$ cat config.mk
export PLATFORM = sky130hd
export DESIGN_NAME = seg7_capture_flat
export DESIGN_NICKNAME = d
export VERILOG_FILES = /design/src/rtl/seg7_pkg.sv /design/src/rtl/seg7_capture_if.sv /design/src/rtl/seg7_capture_fifo.sv /design/src/rtl/seg7_capture.sv /design/src/flat_wrapper.sv
export SDC_FILE = /design/constraint.sdc
export NUM_CORES = 1
export LEC_CHECK = 0
export CAP_MARGIN = 20
export CORE_MARGIN = 10
export CORE_UTILIZATION = 55
export CTS_BUF_LIST = sky130_fd_sc_hd__clkbuf_16
export CTS_CLUSTER_SIZE = 12
export DETAILED_ROUTE_END_ITERATION = 10
export PLACE_DENSITY = 0.74
export SLEW_MARGIN = 40
export SYNTH_ARGS = -nofsm -noshare
export SYNTH_HDL_FRONTEND = slang
export SYNTH_SLANG_ARGS = --single-unit
$ cat constraint.sdc
create_clock -name clk -period 2.76 [get_ports clk]
set_input_delay 0.276 -clock clk [delete_from_list [all_inputs] [get_ports clk]]
set_output_delay 0.276 -clock clk [all_outputs]
set_load 0.05 [all_outputs]
$ cat src/rtl/seg7_pkg.sv
// Shared seven-segment character table and capture types. The display driver
// and seg7_capture both use encode()/decode() so the two ends cannot disagree.
package seg7_pkg;

  typedef logic [4:0] char_t;
  typedef logic [6:0] seg_t;   // {g,f,e,d,c,b,a}, active-high

  localparam char_t CHAR_0       = 5'd0;
  localparam char_t CHAR_9       = 5'd9;
  localparam char_t CHAR_A       = 5'd10;
  localparam char_t CHAR_B       = 5'd11;
  localparam char_t CHAR_C       = 5'd12;
  localparam char_t CHAR_D       = 5'd13;
  localparam char_t CHAR_E       = 5'd14;
  localparam char_t CHAR_F       = 5'd15;
  localparam char_t CHAR_G       = 5'd16;
  localparam char_t CHAR_H       = 5'd17;
  localparam char_t CHAR_I       = 5'd18;
  localparam char_t CHAR_J       = 5'd19;
  localparam char_t CHAR_L       = 5'd20;
  localparam char_t CHAR_N       = 5'd21;
  localparam char_t CHAR_O       = 5'd22;
  localparam char_t CHAR_P       = 5'd23;
  localparam char_t CHAR_R       = 5'd24;
  localparam char_t CHAR_T       = 5'd25;
  localparam char_t CHAR_U       = 5'd26;
  localparam char_t CHAR_Y       = 5'd27;
  localparam char_t CHAR_HL      = 5'd28;  // lower-case h
  localparam char_t CHAR_CL      = 5'd29;  // lower-case c
  localparam char_t CHAR_UNKNOWN = 5'd30;
  localparam char_t CHAR_BLANK   = 5'd31;

  localparam int unsigned NUM_MAPPED = 30;

  // Indexed by character code; every mapped entry is unique so decode is exact.
  localparam seg_t SEG_TABLE [32] = '{
    7'h3F, 7'h06, 7'h5B, 7'h4F, 7'h66, 7'h6D, 7'h7D, 7'h07, 7'h7F, 7'h6F,
    7'h77, 7'h7C, 7'h39, 7'h5E, 7'h79, 7'h71, 7'h3D, 7'h76, 7'h30, 7'h1E,
    7'h38, 7'h54, 7'h5C, 7'h73, 7'h50, 7'h78, 7'h3E, 7'h6E, 7'h74, 7'h58,
    7'h40, 7'h00
  };

  typedef enum logic {ST_IDLE, ST_SETTLE} cap_state_t;

  function automatic seg_t encode(input char_t c);
    return SEG_TABLE[c];
  endfunction

  function automatic char_t decode(input seg_t p);
    char_t d;
    d = (p == 7'h00) ? CHAR_BLANK : CHAR_UNKNOWN;
    for (int i = 0; i < NUM_MAPPED; i++)
      if (p == SEG_TABLE[i]) d = char_t'(i);
    return d;
  endfunction

endpackage

$ cat src/rtl/seg7_capture_if.sv
// Character output channel of seg7_capture: valid/ready head plus status.
interface seg7_capture_if;
  import seg7_pkg::*;

  char_t char_out;
  logic  char_valid;
  logic  char_ready;
  logic  char_unknown;
  logic  overflow;

  modport master (output char_out, char_valid, char_unknown, overflow, input char_ready);
  modport slave  (input char_out, char_valid, char_unknown, overflow, output char_ready);
endinterface

$ cat src/rtl/seg7_capture_fifo.sv
// Small synchronous FIFO for captured characters. A push into a full FIFO is
// accepted only when a pop frees a slot in the same cycle; otherwise o_drop.
module seg7_capture_fifo #(
  parameter int unsigned DEPTH = 4,
  parameter int unsigned WIDTH = 6
) (
  input  logic             clk,
  input  logic             reset,
  input  logic             i_push,
  input  logic [WIDTH-1:0] i_data,
  input  logic             i_pop,
  output logic [WIDTH-1:0] o_data,
  output logic             o_full,
  output logic             o_empty,
  output logic             o_drop
);
  localparam int unsigned AW = $clog2(DEPTH);

  logic [WIDTH-1:0] r_mem [DEPTH];
  logic [AW:0]      r_wptr, r_rptr;
  logic             w_push, w_pop;

  // Extra pointer MSB distinguishes full from empty when the indices match.
  assign o_empty = (r_wptr == r_rptr);
  assign o_full  = (r_wptr[AW] != r_rptr[AW]) && (r_wptr[AW-1:0] == r_rptr[AW-1:0]);
  assign w_pop   = i_pop && !o_empty;
  assign w_push  = i_push && (!o_full || w_pop);
  assign o_drop  = i_push && !w_push;
  assign o_data  = r_mem[r_rptr[AW-1:0]];

  always_ff @(posedge clk) begin
    if (reset) begin
      r_wptr <= '0;
      r_rptr <= '0;
    end else begin
      if (w_push) begin
        r_mem[r_wptr[AW-1:0]] <= i_data;
        r_wptr                <= r_wptr + (AW+1)'(1);
      end
      if (w_pop) r_rptr <= r_rptr + (AW+1)'(1);
    end
  end
endmodule

$ cat src/rtl/seg7_capture.sv
// Segment-bus capture: debounce pattern changes, decode to character codes,
// buffer them. Optional feature macro: SEG7_CAPTURE_REPEAT_EN (periodic re-emit).
module seg7_capture
  import seg7_pkg::*;
#(
  parameter int unsigned STABLE_CYCLES = 16,
  parameter int unsigned FIFO_DEPTH    = 4,
  parameter int unsigned REPEAT_CYCLES = 10_000_000
) (
  input  logic           clk,
  input  logic           reset,
  input  logic [6:0]     segments_in,
  seg7_capture_if.master cap
);
  localparam int unsigned CW = $clog2(STABLE_CYCLES);
  localparam logic [CW-1:0] CNT_ONE  = CW'(1);
  localparam logic [CW-1:0] CNT_LAST = CW'(STABLE_CYCLES - 1);

  if (STABLE_CYCLES < 2 || STABLE_CYCLES > 65535 || FIFO_DEPTH < 2 || FIFO_DEPTH > 16 ||
      (FIFO_DEPTH & (FIFO_DEPTH - 1)) != 0 || REPEAT_CYCLES < 1) begin : g_bad_param
    $error("seg7_capture: illegal parameter value");
  end

  cap_state_t    r_state;
  seg_t          r_sample, r_last_acc, r_cand;
  logic [CW-1:0] r_cnt;
  logic          r_push;
  logic [5:0]    r_push_data;   // {unknown, code}
  logic          r_overflow;

  logic [5:0]    w_head;
  logic          w_full, w_empty, w_drop;

`ifdef SEG7_CAPTURE_REPEAT_EN
  localparam int unsigned RW = $clog2(REPEAT_CYCLES + 1);
  localparam logic [RW-1:0] RPT_LAST = RW'(REPEAT_CYCLES - 1);
  logic [RW-1:0] r_rpt;
`endif

  always_ff @(posedge clk) begin
    if (reset) begin
      r_state     <= ST_IDLE;
      r_sample    <= '0;
      r_last_acc  <= '0;
      r_cand      <= '0;
      r_cnt       <= '0;
      r_push      <= 1'b0;
      r_push_data <= '0;
`ifdef SEG7_CAPTURE_REPEAT_EN
      r_rpt       <= '0;
`endif
    end else begin
      r_sample <= segments_in;
      r_push   <= 1'b0;
      case (r_state)
        ST_IDLE: begin
          if (r_sample != r_last_acc) begin
            r_state <= ST_SETTLE;
            r_cand  <= r_sample;
            r_cnt   <= CNT_ONE;
`ifdef SEG7_CAPTURE_REPEAT_EN
            r_rpt   <= '0;
          end else if (r_rpt == RPT_LAST) begin
            // Unchanged pattern long enough: likely a doubled character.
            r_rpt <= '0;
            if (r_last_acc != 7'h00) begin
              r_push      <= 1'b1;
              r_push_data <= {decode(r_last_acc) == CHAR_UNKNOWN, decode(r_last_acc)};
            end
          end else begin
            r_rpt <= r_rpt + RW'(1);
`endif
          end
        end
        ST_SETTLE: begin
          // A glitch that reverts to the accepted pattern is silently dropped.
          if (r_sample == r_last_acc) begin
            r_state <= ST_IDLE;
          end else if (r_sample != r_cand) begin
            r_cand <= r_sample;
            r_cnt  <= CNT_ONE;
          end else if (r_cnt == CNT_LAST) begin
            r_state     <= ST_IDLE;
            r_last_acc  <= r_cand;
            r_push      <= 1'b1;
            r_push_data <= {decode(r_cand) == CHAR_UNKNOWN, decode(r_cand)};
`ifdef SEG7_CAPTURE_REPEAT_EN
            r_rpt       <= '0;
`endif
          end else begin
            r_cnt <= r_cnt + CW'(1);
          end
        end
        default: r_state <= ST_IDLE;
      endcase
    end
  end

  always_ff @(posedge clk) begin
    if (reset) r_overflow <= 1'b0;
    else       r_overflow <= r_overflow | w_drop;
  end

  seg7_capture_fifo #(.DEPTH(FIFO_DEPTH), .WIDTH(6)) u_fifo (
    .clk     (clk),
    .reset   (reset),
    .i_push  (r_push),
    .i_data  (r_push_data),
    .i_pop   (cap.char_ready),
    .o_data  (w_head),
    .o_full  (w_full),
    .o_empty (w_empty),
    .o_drop  (w_drop)
  );

  // Head is masked while empty so the outputs read zero out of reset.
  assign cap.char_valid   = !w_empty;
  assign cap.char_out     = w_empty ? '0 : w_head[4:0];
  assign cap.char_unknown = !w_empty && w_head[5];
  assign cap.overflow     = r_overflow;

  logic w_unused;
  assign w_unused = w_full;
endmodule

$ cat src/flat_wrapper.sv
// flat-port wrapper written by rule: the top's interface ports become plain ports
module seg7_capture_flat import seg7_pkg::*;
#(
  parameter int unsigned STABLE_CYCLES = 16,
  parameter int unsigned FIFO_DEPTH    = 4,
  parameter int unsigned REPEAT_CYCLES = 10_000_000
)
  (clk, reset, segments_in, cap_char_out, cap_char_valid, cap_char_unknown, cap_overflow, cap_char_ready);
  seg7_capture_if cap_i ();
  input  logic clk;
  input  logic reset;
  input  logic [6:0] segments_in;
  output wire logic [$bits(cap_i.char_out)-1:0] cap_char_out;
  output wire logic [$bits(cap_i.char_valid)-1:0] cap_char_valid;
  output wire logic [$bits(cap_i.char_unknown)-1:0] cap_char_unknown;
  output wire logic [$bits(cap_i.overflow)-1:0] cap_overflow;
  input wire logic [$bits(cap_i.char_ready)-1:0] cap_char_ready;
  assign cap_char_out = cap_i.char_out;
  assign cap_char_valid = cap_i.char_valid;
  assign cap_char_unknown = cap_i.char_unknown;
  assign cap_overflow = cap_i.overflow;
  assign cap_i.char_ready = cap_char_ready;
  seg7_capture #(.STABLE_CYCLES(STABLE_CYCLES), .FIFO_DEPTH(FIFO_DEPTH), .REPEAT_CYCLES(REPEAT_CYCLES)) u_core (.clk(clk), .reset(reset), .segments_in(segments_in), .cap(cap_i));
endmodule
# Yosys cells after proc, flatten, opt, wreduce, memory -nomap -nowiden
# Memory sizes are Yosys's and may differ from the RTL's. A register that Yosys moved wholly into a read port is not among the register bits.
# Index checks and enable logic that the tools add are counted.
# word_totals
n_memories,1
ff_bits,40
wordCells,131
inputBits,10
ramBits,24
# mem_list
memory,depth,width,rd,rd_clocked_by_memory_dff,write_ports,line,text
u_core.u_fifo.r_mem,4,6,1,1,1,seg7_capture_fifo.sv:19,logic [WIDTH-1:0] r_mem [DEPTH];
# classes
mux,57
eq_ne,42
n_addsub,3
reduce_logical,14
bitwise,4
# op_table
operator,count
5-bit two-way mux,36
"7-bit == test, second input constant",21
"7-bit by 6-bit == test with 1-bit output, second input constant",6
7-bit two-way mux,3
4-bit two-way mux,4
"7-bit by 3-bit == test with 1-bit output, second input constant",2
7-bit != test,2
7-bit case mux with 2 select lines,1
1-bit two-way mux,9
4-bit case mux with 2 select lines,1
"7-bit by 5-bit == test with 1-bit output, second input constant",1
7-bit == test,1
7-bit logical NOT,1
"3-bit by 1-bit adder with 3-bit output, second input constant",2
3-bit AND reduction,2
"5-bit == test, second input constant",1
1-bit logical AND,5
"4-bit by 1-bit adder with 4-bit output, second input constant",1
"4-bit == test, second input constant",1
2-bit two-way mux,2
"2-bit != test, second input constant",2
4-bit AND reduction,1
4-bit OR reduction,1
3-bit == test,1
other kinds (9),13

# Logic depth before layout (Yosys ltp)
# logic_depth
depth_word,38
mapped_depth,9
mapped_depth_nobuf,6

# Modules after synthesis
# A second synthesis with hierarchy kept.
# hier_totals
cells_unflattened,351
hier_area_um2,3468.3
# modules_own_cells
mod,area_per_inst_um2,seq_area_each_um2,cells_per_inst,instances
seg7_capture,2062.0,680.7,262,1
seg7_capture_fifo,1406.3,880.8,89,1

# Worst setup path before layout
# No wires, ideal clock.
# synth_timing
kind,register -> register
startpoint,reg u_core.r_cand[0]
endpoint,reg u_core.r_last_acc[1]
slack_ps,855
path_stages_with_launch,10
period_less_slack_ps,1905
setup_time_ps,128
t_arrival_ps,1777
t_required_ps,2632
cell_sequence,dfxtp_1 > buf_6 > xnor2_2 > nand4_1 > or4_1 > buf_2 > nor2_4 > buf_8 > mux2i_1 > nor2_1
# synth_via
elab_chain_cells,3
# synth_lines
element,line,text
from (decl),seg7_capture.sv:25,"seg_t r_sample, r_last_acc, r_cand;"
from (signal assigned),seg7_capture.sv:59,r_cand <= r_sample;
from (signal assigned),seg7_capture.sv:80,r_cand <= r_sample;
7-bit != test,seg7_capture.sv:79,end else if (r_sample != r_cand) begin
1-bit inverter (no line),--,
4-bit AND reduction (no line),--,
to (signal assigned),seg7_capture.sv:84,r_last_acc <= r_cand;
to (decl),seg7_capture.sv:25,
# Every way passes these cells.
# A chain may end at the register's enable or synchronous reset.

==> flow_metrics.env <==
export IMPL_first_iter_violations=174
export IMPL_cts_tree="done"
export IMPL_synth_area_leaders="dfxtp_1, edfxtp_1, mux4_2"
export IMPL_cap_violations=0
export IMPL_cp_depth=3
export IMPL_hold_buffers=0
export IMPL_cts_buffer_depth=2
export IMPL_clkTransAtPathRegs_ns=0.06
export IMPL_setup_viol=0
export IMPL_htree_levels=3
export IMPL_hold_end="u_core.cap.overflow"
export IMPL_power_density_nw_per_um2=590.7
export IMPL_grt_pass1_wl_um=11520
export IMPL_cts_made_buffers=9
export IMPL_syn_num_nets=352
export IMPL_die_x_um=99.33
export IMPL_start_util_pct=57.43
export IMPL_num_nets_final=363
export IMPL_tns_ns=0
export IMPL_syn_avg_cell_area_um2=10.30
export IMPL_worst_setup_path_start_kind="flop"
export IMPL_cts_sinks=66
export IMPL_cp_end_kind="primary output"
export IMPL_fin_skew_ns=0.006886
export IMPL_finalWorstSetupSlack_ns=0.1251
export IMPL_overflow=0
export IMPL_portBuffers=17
export IMPL_vias=2472
export IMPL_placed_area_um2=3649
export IMPL_area_delta_synth_final_pct=14.17
export IMPL_drc=0
export IMPL_status="complete, no violations"
export IMPL_synth_area_um2=3461
export IMPL_synth_seq_cells=66
export IMPL_post_cts_buffers=0
export IMPL_drv_slew=0
export IMPL_crit_arrival_ns=2.36
export IMPL_fin_crit_ns=2.635
export IMPL_ir_drop_mv=0.7178
export IMPL_path_buf_inv=1
export IMPL_cp_max_fo=6
export IMPL_fin_area_um2=3951
export IMPL_clk_latency_ns=0.33
export IMPL_grt_max_degree=43
export IMPL_cp_slowest_stage_delay_ns=0.70
export IMPL_async_flop_share_pct=0
export IMPL_worstMarginPinSlew_ns=0.7681
export IMPL_max_slew_margin_rel_pct=48.37
export IMPL_yosys_warnings=0
export IMPL_antenna_found_initial=0
export IMPL_io_pins=18
export IMPL_cellLeakagePower_nw=1.434
export IMPL_rsz0062_at_grt="no"
export IMPL_synthCells=336
export IMPL_ant_nets=0
export IMPL_n_antenna_cell=0
export IMPL_critPathKind="flop to primary output"
export IMPL_worstPathCellList="mux4_2 -> and2_1 -> clkdlybuf4s50_1"
export IMPL_r2r_slack_ns=0.54
export IMPL_netlist_top_cells_count="dfxtp_1, nor2_1, edfxtp_1, nand2_1"
export IMPL_cp_slowest_cell="clkdlybuf4s50_1"
export IMPL_synth_distinct_cells=58
export IMPL_viasPerCell=5.789
export IMPL_place_congestion=0.7876
export IMPL_clock_root_buffer="clkbuf_16"
export IMPL_synth_seq_area_share_pct=45.12
export IMPL_crit_family="buffers and inverters"
export IMPL_synth_largest_area_cell="dfxtp_1"
export IMPL_hold_viol=0
export IMPL_drtPass1Iterations=4
export IMPL_core_um2=6026
export IMPL_ys_flop_type="dfxtp_1"
export IMPL_dpl_worst_slack_ns=0.4635
export IMPL_dp_hpwl_um=4572
export IMPL_first_global_vias=2318
export IMPL_fmax_mhz=379.5
export IMPL_grt_usage_pct=14.22
export IMPL_drive_above_1_share_pct=13.35
export IMPL_num_rows=28
export IMPL_die_area_um2=9865
export IMPL_cts_resized=0
export IMPL_synth_top_cell_area_share_pct=24.30
export IMPL_routed_wl_um=6914
export IMPL_hold_depth=2
export IMPL_wire_per_inst_um=16.19
export IMPL_r2r_end="u_core.r_last_acc[6]"
export IMPL_hold_start="u_core.cap.overflow"
export IMPL_finalCritPeriodShare_pct=95.47
export IMPL_ff2ff_path_depth=6
export IMPL_synth_most_common_cell="dfxtp_1"
export IMPL_hold_path_class="flop to flop"
export IMPL_synth_edf_count=24
export IMPL_required_ns=2.48
export IMPL_dieHeight_um=99.33
export IMPL_r2r_start="u_core.r_cand[6]"
[state kept, by name, indices dropped and copies added, names as in the netlist, named ones only]
signal,count
u_core.u_fifo.r_rptr,3
u_core.r_push_data,6
u_core.cap.overflow,1
u_core.r_cand,7
u_core.u_fifo.r_mem,24
u_core.r_push,1
u_core.r_cnt,4
u_core.r_state,1
u_core.u_fifo.r_wptr,3
u_core.r_last_acc,7
u_core.r_sample,7
[layout by cell type (no fill, tap or decap), types with 5 or more instances in the layout]
master	Yosys	routed
ha_1	6	6
clkdlybuf4s50_1	0	17
xor2_1	9	9
nand2_1	17	17
o21ai_0	12	12
mux4_2	6	6
nor2b_1	13	13
inv_1	9	9
clkbuf_16	0	9
nand3_1	8	8
xnor2_1	13	13
edfxtp_1	24	24
nor3_1	10	9
nor2_1	29	29
mux2i_1	13	13
and2_1	9	9
buf_4	0	10
a21oi_1	12	12
dfxtp_1	42	42
nand4_1	11	11
nor3b_1	5	5
[layout make-up]
class / count / area, µm²
Fill cell: 483 / 2074
Multi-Input combinational cell: 234 / 1714
Timing Repair Buffer: 27 / 245.2
Clock inverter: 7 / 77.57
Sequential cell: 66 / 1562
Inverter: 9 / 33.78
Clock buffer: 9 / 225.2
Tap cell: 75 / 93.84
[worst max-delay path by stage]
stage	startpoint	to	slack, ns
after floorplan	u_core.r_cand[0]	u_core.r_last_acc[1]	0.86
after global placement	cap_char_ready	u_core.u_fifo.r_mem[3][0]	0.51
after detailed placement	flop	cap_char_out[3]	0.46
after CTS	flop	cap_char_out[3]	0.09
after global routing	flop	cap_char_out[3]	0.03
final	flop	cap_char_out[3]	0.13
[routing by layer]
metal  track usage, %  up-vias  wire length (µm)
met5                0        -                 0
met4            4.631        0               102
met3            4.014       11               312
met2            21.64       50              3354
met1            18.96     1177              3144
li1                 -     1234                 -
[report_power, final]
part / switching (mW) / total [mW] / internal (mW)
registers: 0.0147 / 1.03 / 1.01
logic: 0.0922 / 0.162 / 0.0696
clock network: 0.435 / 1.14 / 0.708
[worst register-to-register path: stages (launching register included)]
cell and delay (ns):
dfxtp_1 0.46, xnor2_1 0.16, nand4_1 0.14, or4_1 0.64, nor2_4 0.40, mux2i_1 0.25
nor2_1 0.05
[cell families (layout without fill, tap and decap cells)]
logic type | Yosys count | count (layout) | synth area share, %
xor gates and xnor gates | 26 | 26 | 7.448
DFF | 66 | 66 | 45.12
AOI/OAI and AO/OA | 47 | 47 | 8.894
muxes | 19 | 19 | 7.664
and+or+nand+nor | 136 | 136 | 23.21
adders and majority gates | 6 | 6 | 2.169
buffers and inverters | 36 | 52 | 5.495
[metrics by stage]
stage / hold WS, ns / power (mW) / instances / utilization [%]
finish: 0.4705 / 2.334 / 427 / 65.57
global placement: 0.4569 / 1.208 / 411 / 60.47
detailed placement: 0.4639 / 1.210 / 411 / 60.55
floorplan: 0.4042 / 1.172 / 336 / -
CTS: 0.4779 / 2.358 / 427 / 65.57
global route: 0.5043 / 2.419 / 427 / 65.57
No activity file was read; power rests on OpenSTA's default activity.
==> RTL edit 1, RTL diff (same flow settings) <==
`FIFO_DEPTH` is set to 4 in 2 places; all go to 2.
--- a/src/rtl/seg7_capture.sv
+++ b/src/rtl/seg7_capture.sv
@@ -6,3 +6,3 @@
   parameter int unsigned STABLE_CYCLES = 16,
-  parameter int unsigned FIFO_DEPTH    = 4,
+  parameter int unsigned FIFO_DEPTH    = 2,
   parameter int unsigned REPEAT_CYCLES = 10_000_000
--- a/src/flat_wrapper.sv
+++ b/src/flat_wrapper.sv
@@ -4,3 +4,3 @@
   parameter int unsigned STABLE_CYCLES = 16,
-  parameter int unsigned FIFO_DEPTH    = 4,
+  parameter int unsigned FIFO_DEPTH    = 2,
   parameter int unsigned REPEAT_CYCLES = 10_000_000
Formal check against the unedited RTL: same outputs for any inputs over 10 cycles, from zero or initial values and one cycle with reset high; that may be too few to reach the edited logic, so the function may still have changed.
==> RTL edit 1 against the original RTL <==
Sequential share of layout area is 2.5 points lower. Routed wire length is 23% lower. Power shrank 35%. Global-route usage is 1.3 points lower. Sequential cell count decreased by 15. Synthesized cell count decreased by 12%. Setup slack improved by 290 ps. Area after synthesis fell by 20%. Final area decreased by 22%. Largest cell class unchanged. Critical path depth up 2. Largest power group is now registers.
==> RTL edit 1: results <==
group,metric,value,unit
placed_design,dp_hpwl,3.78,mm
cells_and_area,layout-drive-gt1-share,8.12,%
worst_hold_path,hold_end,"u_core.u_fifo.r_mem[0][5]$_DFFE_PP_",
critical_path,reg2reg_depth,7,
grt,grt_usage,13.0,%
synth,ys_top_cells_by_count,"dfxtp_1, nor2_1, mux2i_1",
worst_hold_path,hold_path.class,"reg -> reg",
grt,grt_start_max_net_pins,25,
run_status,status,"completed",
clocking,clk_latency,280,ps
critical_path,cp.arrival,2070,ps
synth,synth_area_leaders,"dfxtp_1, edfxtp_1, mux2i_1",
detailed_routing,drt-wirelength-per-cell,14.2,um
critical_path,r2r-end,"u_core.r_push_data[1]$_SDFFE_PP0P_",
worst_hold_path,min_from,"u_core.r_push_data[5]$_SDFFE_PP0P_",
cells_and_area,fillCellCount,409,
placed_design,place_area,2940,um^2
critical_path,worst-path-max-fanout,7,
cells_and_area,nets,318,
timing,slew_headroom,51.2,%
timing,skew,7.87,ps
clocking,cts_made_buffers,5,
grt,grt_pass1_vias,1924,
power_and_ir_drop,p_leak,0.00105,uW
synth,seq_area_frac_synth,41.3,%
synth,synth-edff-count,12,
detailed_routing,drt_iter0_drc,131,
placed_design,gp_congestion,0.947,
cells_and_area,largest_reg_flops,12,
grt,grt_pass1_wl,9.10,mm
power_and_ir_drop,ir_drop,0.386,mV
grt,met1_usage,16.8,%
synth,syn-num-nets,307,
detailed_routing,routed_via_density,5.52,
clocking,htree_levels,2,
## RTL edit 1: kinds of logic after synthesis
kind of cell / synth area share (%)
buffers and inverters: 6.83
DFF: 41.3
muxes: 6.88
AOI/OAI and AO/OA: 10.5
adders and majority gates: 0.452
and+or+nand+nor: 26.5
xor gates and xnor gates: 7.60
## RTL edit 1: cell type report
type	count	area, um^2	area share [%]
Inverter	6	36.3	1.18
Tap cell	67	83.8	2.72
Sequential cell	51	1140	37.0
Multi-Input combinational cell	216	1440	46.5
Clock inverter	3	17.5	0.568
Timing Repair Buffer	27	245	7.95
Clock buffer	5	125	4.06
## RTL edit 1: worst max path at each step
stage                                              end  slack (ps)  cells after the start
detailed placement  u_core.r_push_data[1]$_SDFFE_PP0P_         560                      7
global placement    u_core.r_push_data[0]$_SDFFE_PP0P_         600                      7
CTS                                   cap_char_unknown         390                      5
finish                                 cap_char_out[2]         410                      5
floorplan                              cap_char_out[0]         950                      5
global route                           cap_char_out[1]         280                      5
## RTL edit 1: through the flow
step / cells / util [%] / setup slack, ps / hold slack (ps)
after global placement: 367 / 61.5 / 601 / 430
after floorplan: 296 / - / 952 / 404
after CTS: 375 / 64.4 / 389 / 458
after detailed placement: 367 / 61.5 / 557 / 443
after global routing: 375 / 64.4 / 279 / 472
final: 375 / 64.4 / 413 / 458
## RTL edit 1: where the power goes
group / leakage, uW / internal [uW] / total [uW] / switching [uW]
Clock: 0.0000750 / 332 / 578 / 246
Combinational: 0.000551 / 64.3 / 145 / 80.8
Sequential: 0.000424 / 774 / 802 / 28.4
## RTL edit 1: critical path, stage by stage (launching register included)
cell and delay (ps):
dfxtp_1 380, xor2_1 190, inv_1 50, and2_1 230
nor2_1 130, clkdlybuf4s50_1 810
## RTL edit 1: metal layers
metal / wire length [um] / part of all wire, % / up-vias
li1: - / - / 1074
met1: 2540 / 48 / 940
met2: 2420 / 46 / 52
met3: 303 / 5.7 / 4
met4: 49 / 0.92 / 0
met5: 0 / 0 / -
==> RTL edit 2, RTL diff (same settings) <==
Made on the original files. Add a define of `SEG7_CAPTURE_REPEAT_EN`.
--- a/src/rtl/seg7_capture.sv
+++ b/src/rtl/seg7_capture.sv
@@ -2,2 +2,4 @@
 // buffer them. Optional feature macro: SEG7_CAPTURE_REPEAT_EN (periodic re-emit).
+`define SEG7_CAPTURE_REPEAT_EN
+
 module seg7_capture
Formal check against the unedited RTL: no difference found for any inputs over 4 cycles, from zero or initial values and one cycle with reset high; that may be too few to reach the edited logic, so the function may still have changed.
==> RTL edit 2 against the original RTL <==
Routed wire length increased by 67%. Synthesized cell count increased by 76%. Sequential cell count increased by 24. Critical path depth unchanged. Final area increased by 50%. Area after synthesis increased by 53%. Count of clock-buffer cells in the layout unchanged. Power increased by 22%. Setup slack improved by 21 ps. Sequential share of layout area decreased by 5.0 points. Critical path type unchanged. Largest cell class unchanged.
==> RTL edit 2: results <==
group,metric,value,unit
timing,skew,13.4,ps
detailed_routing,drt-wirelength-per-cell,15.7,um
timing,holdWs,478,ps
grt,grt_usage,16.3,%
cells_and_area,n_antenna_cell,0,
power_and_ir_drop,ir_drop,0.338,mV
synth,synth-async-reset-ratio,0,%
grt,antenna_found_initial,0,
synth,synth-edff-count,24,
worst_hold_path,hold_path.class,"reg -> reg",
clocking,clk_latency,340,ps
critical_path,cp.arrival,2340,ps
placed_design,io_buffers,17,
grt,grt_pass1_vias,4122,
cells_and_area,nets,619,
grt,grt_pass1_wl,19.9,mm
detailed_routing,vias,4401,
clocking,clock_path_buffers,2,
synth,post-synth-top-count-cell,"nor2_1",
clocking,cts-root-buf,"clkbuf_16",
synth,synth_cell_types,66,
synth,ys_top_cells_by_count,"nor2_1, dfxtp_1, nand2_1",
critical_path,crit_slowest_cell,"clkdlybuf4s50_1",
timing,max_freq,383,MHz
detailed_routing,drt_iter0_drc,342,
detailed_routing,drt-pass1-iter-count,4,
synth,syn_inst,593,
placed_design,place_area,5610,um^2
power_and_ir_drop,power.switching,740,uW
critical_path,crit_family,"buffers and inverters",
clocking,postCtsSetupRepairBufs,0,
synth,seq_area_frac_synth,38.6,%
synth,syn-num-nets,610,
cells_and_area,layout-drive-gt1-share,11.9,%
clocking,cts.clk_slew.worst_paths,80,ps
synth,yosysWarnings,0,
clocking,htree_levels,3,
placed_design,dp_hpwl,8.13,mm
timing,slew_headroom,50.2,%
run_status,status,"completed",
synth,synth_area_leaders,"dfxtp_1, edfxtp_1, xor2_1",
critical_path,reg2reg_slack,300,ps
cells_and_area,stdcell_count,736,
clocking,cts_made_buffers,9,
placed_design,gp_congestion,0.907,
power_and_ir_drop,p_leak,0.00207,uW
placed_design,place_ws,320,ps
placed_design,place_inst,720,
grt,grt_start_max_net_pins,30,
-- RTL edit 2: metal layers --
| layer | vias to the layer above | routed length, um | GRT usage (%) |
|---|---|---|---|
| met4 | 0 | 89 | 3.63 |
| met2 | 149 | 5500 | 26.5 |
| met1 | 2085 | 5360 | 22.1 |
| met3 | 10 | 583 | 2.83 |
| li1 | 2157 | - | - |
| met5 | - | 0 | 0 |
-- RTL edit 2: power groups by stage --
stage          combinational, uW  clock, uW  sequential, uW
2_1_floorplan                170          0            1400
3_3_place_gp                 203          0            1430
3_5_place_dp                 207          0            1430
4_1_cts                      208       1260            1400
5_1_grt                      232       1310            1400
6_report                     209       1240            1400
-- RTL edit 2: area by class of cell --
| cell class | count | area [um^2] |
|---|---|---|
| Sequential cell | 90 | 2040 |
| Clock inverter | 7 | 76.3 |
| Tap cell | 129 | 161 |
| Fill cell | 762 | 3380 |
| Clock buffer | 9 | 225 |
| Timing Repair Buffer | 47 | 395 |
| Multi-Input combinational cell | 445 | 2970 |
| Inverter | 9 | 33.8 |
-- RTL edit 2: path summary, 6_finish.rpt --
check                                  from                                  to  depth (start not counted)
max                                register                     cap_char_out[3]                          3
min          u_core.cap.overflow$_SDFF_PP0_      u_core.cap.overflow$_SDFF_PP0_                          2
max reg2reg   u_core.r_cand[3]$_SDFFE_PP0P_  u_core.r_push_data[0]$_SDFFE_PP0P_                          9
min reg2reg  u_core.cap.overflow$_SDFF_PP0_      u_core.cap.overflow$_SDFF_PP0_                          2
-- RTL edit 2: kinds of logic after synthesis --
group / after synthesis / synth area share [%]
mux: 23 / 5.87
flops: 90 / 38.6
simple gates: 280 / 29.1
fa+ha+maj: 7 / 1.66
xor+xnor: 49 / 8.12
buf+inv: 58 / 5.07
compound gates: 86 / 11.5
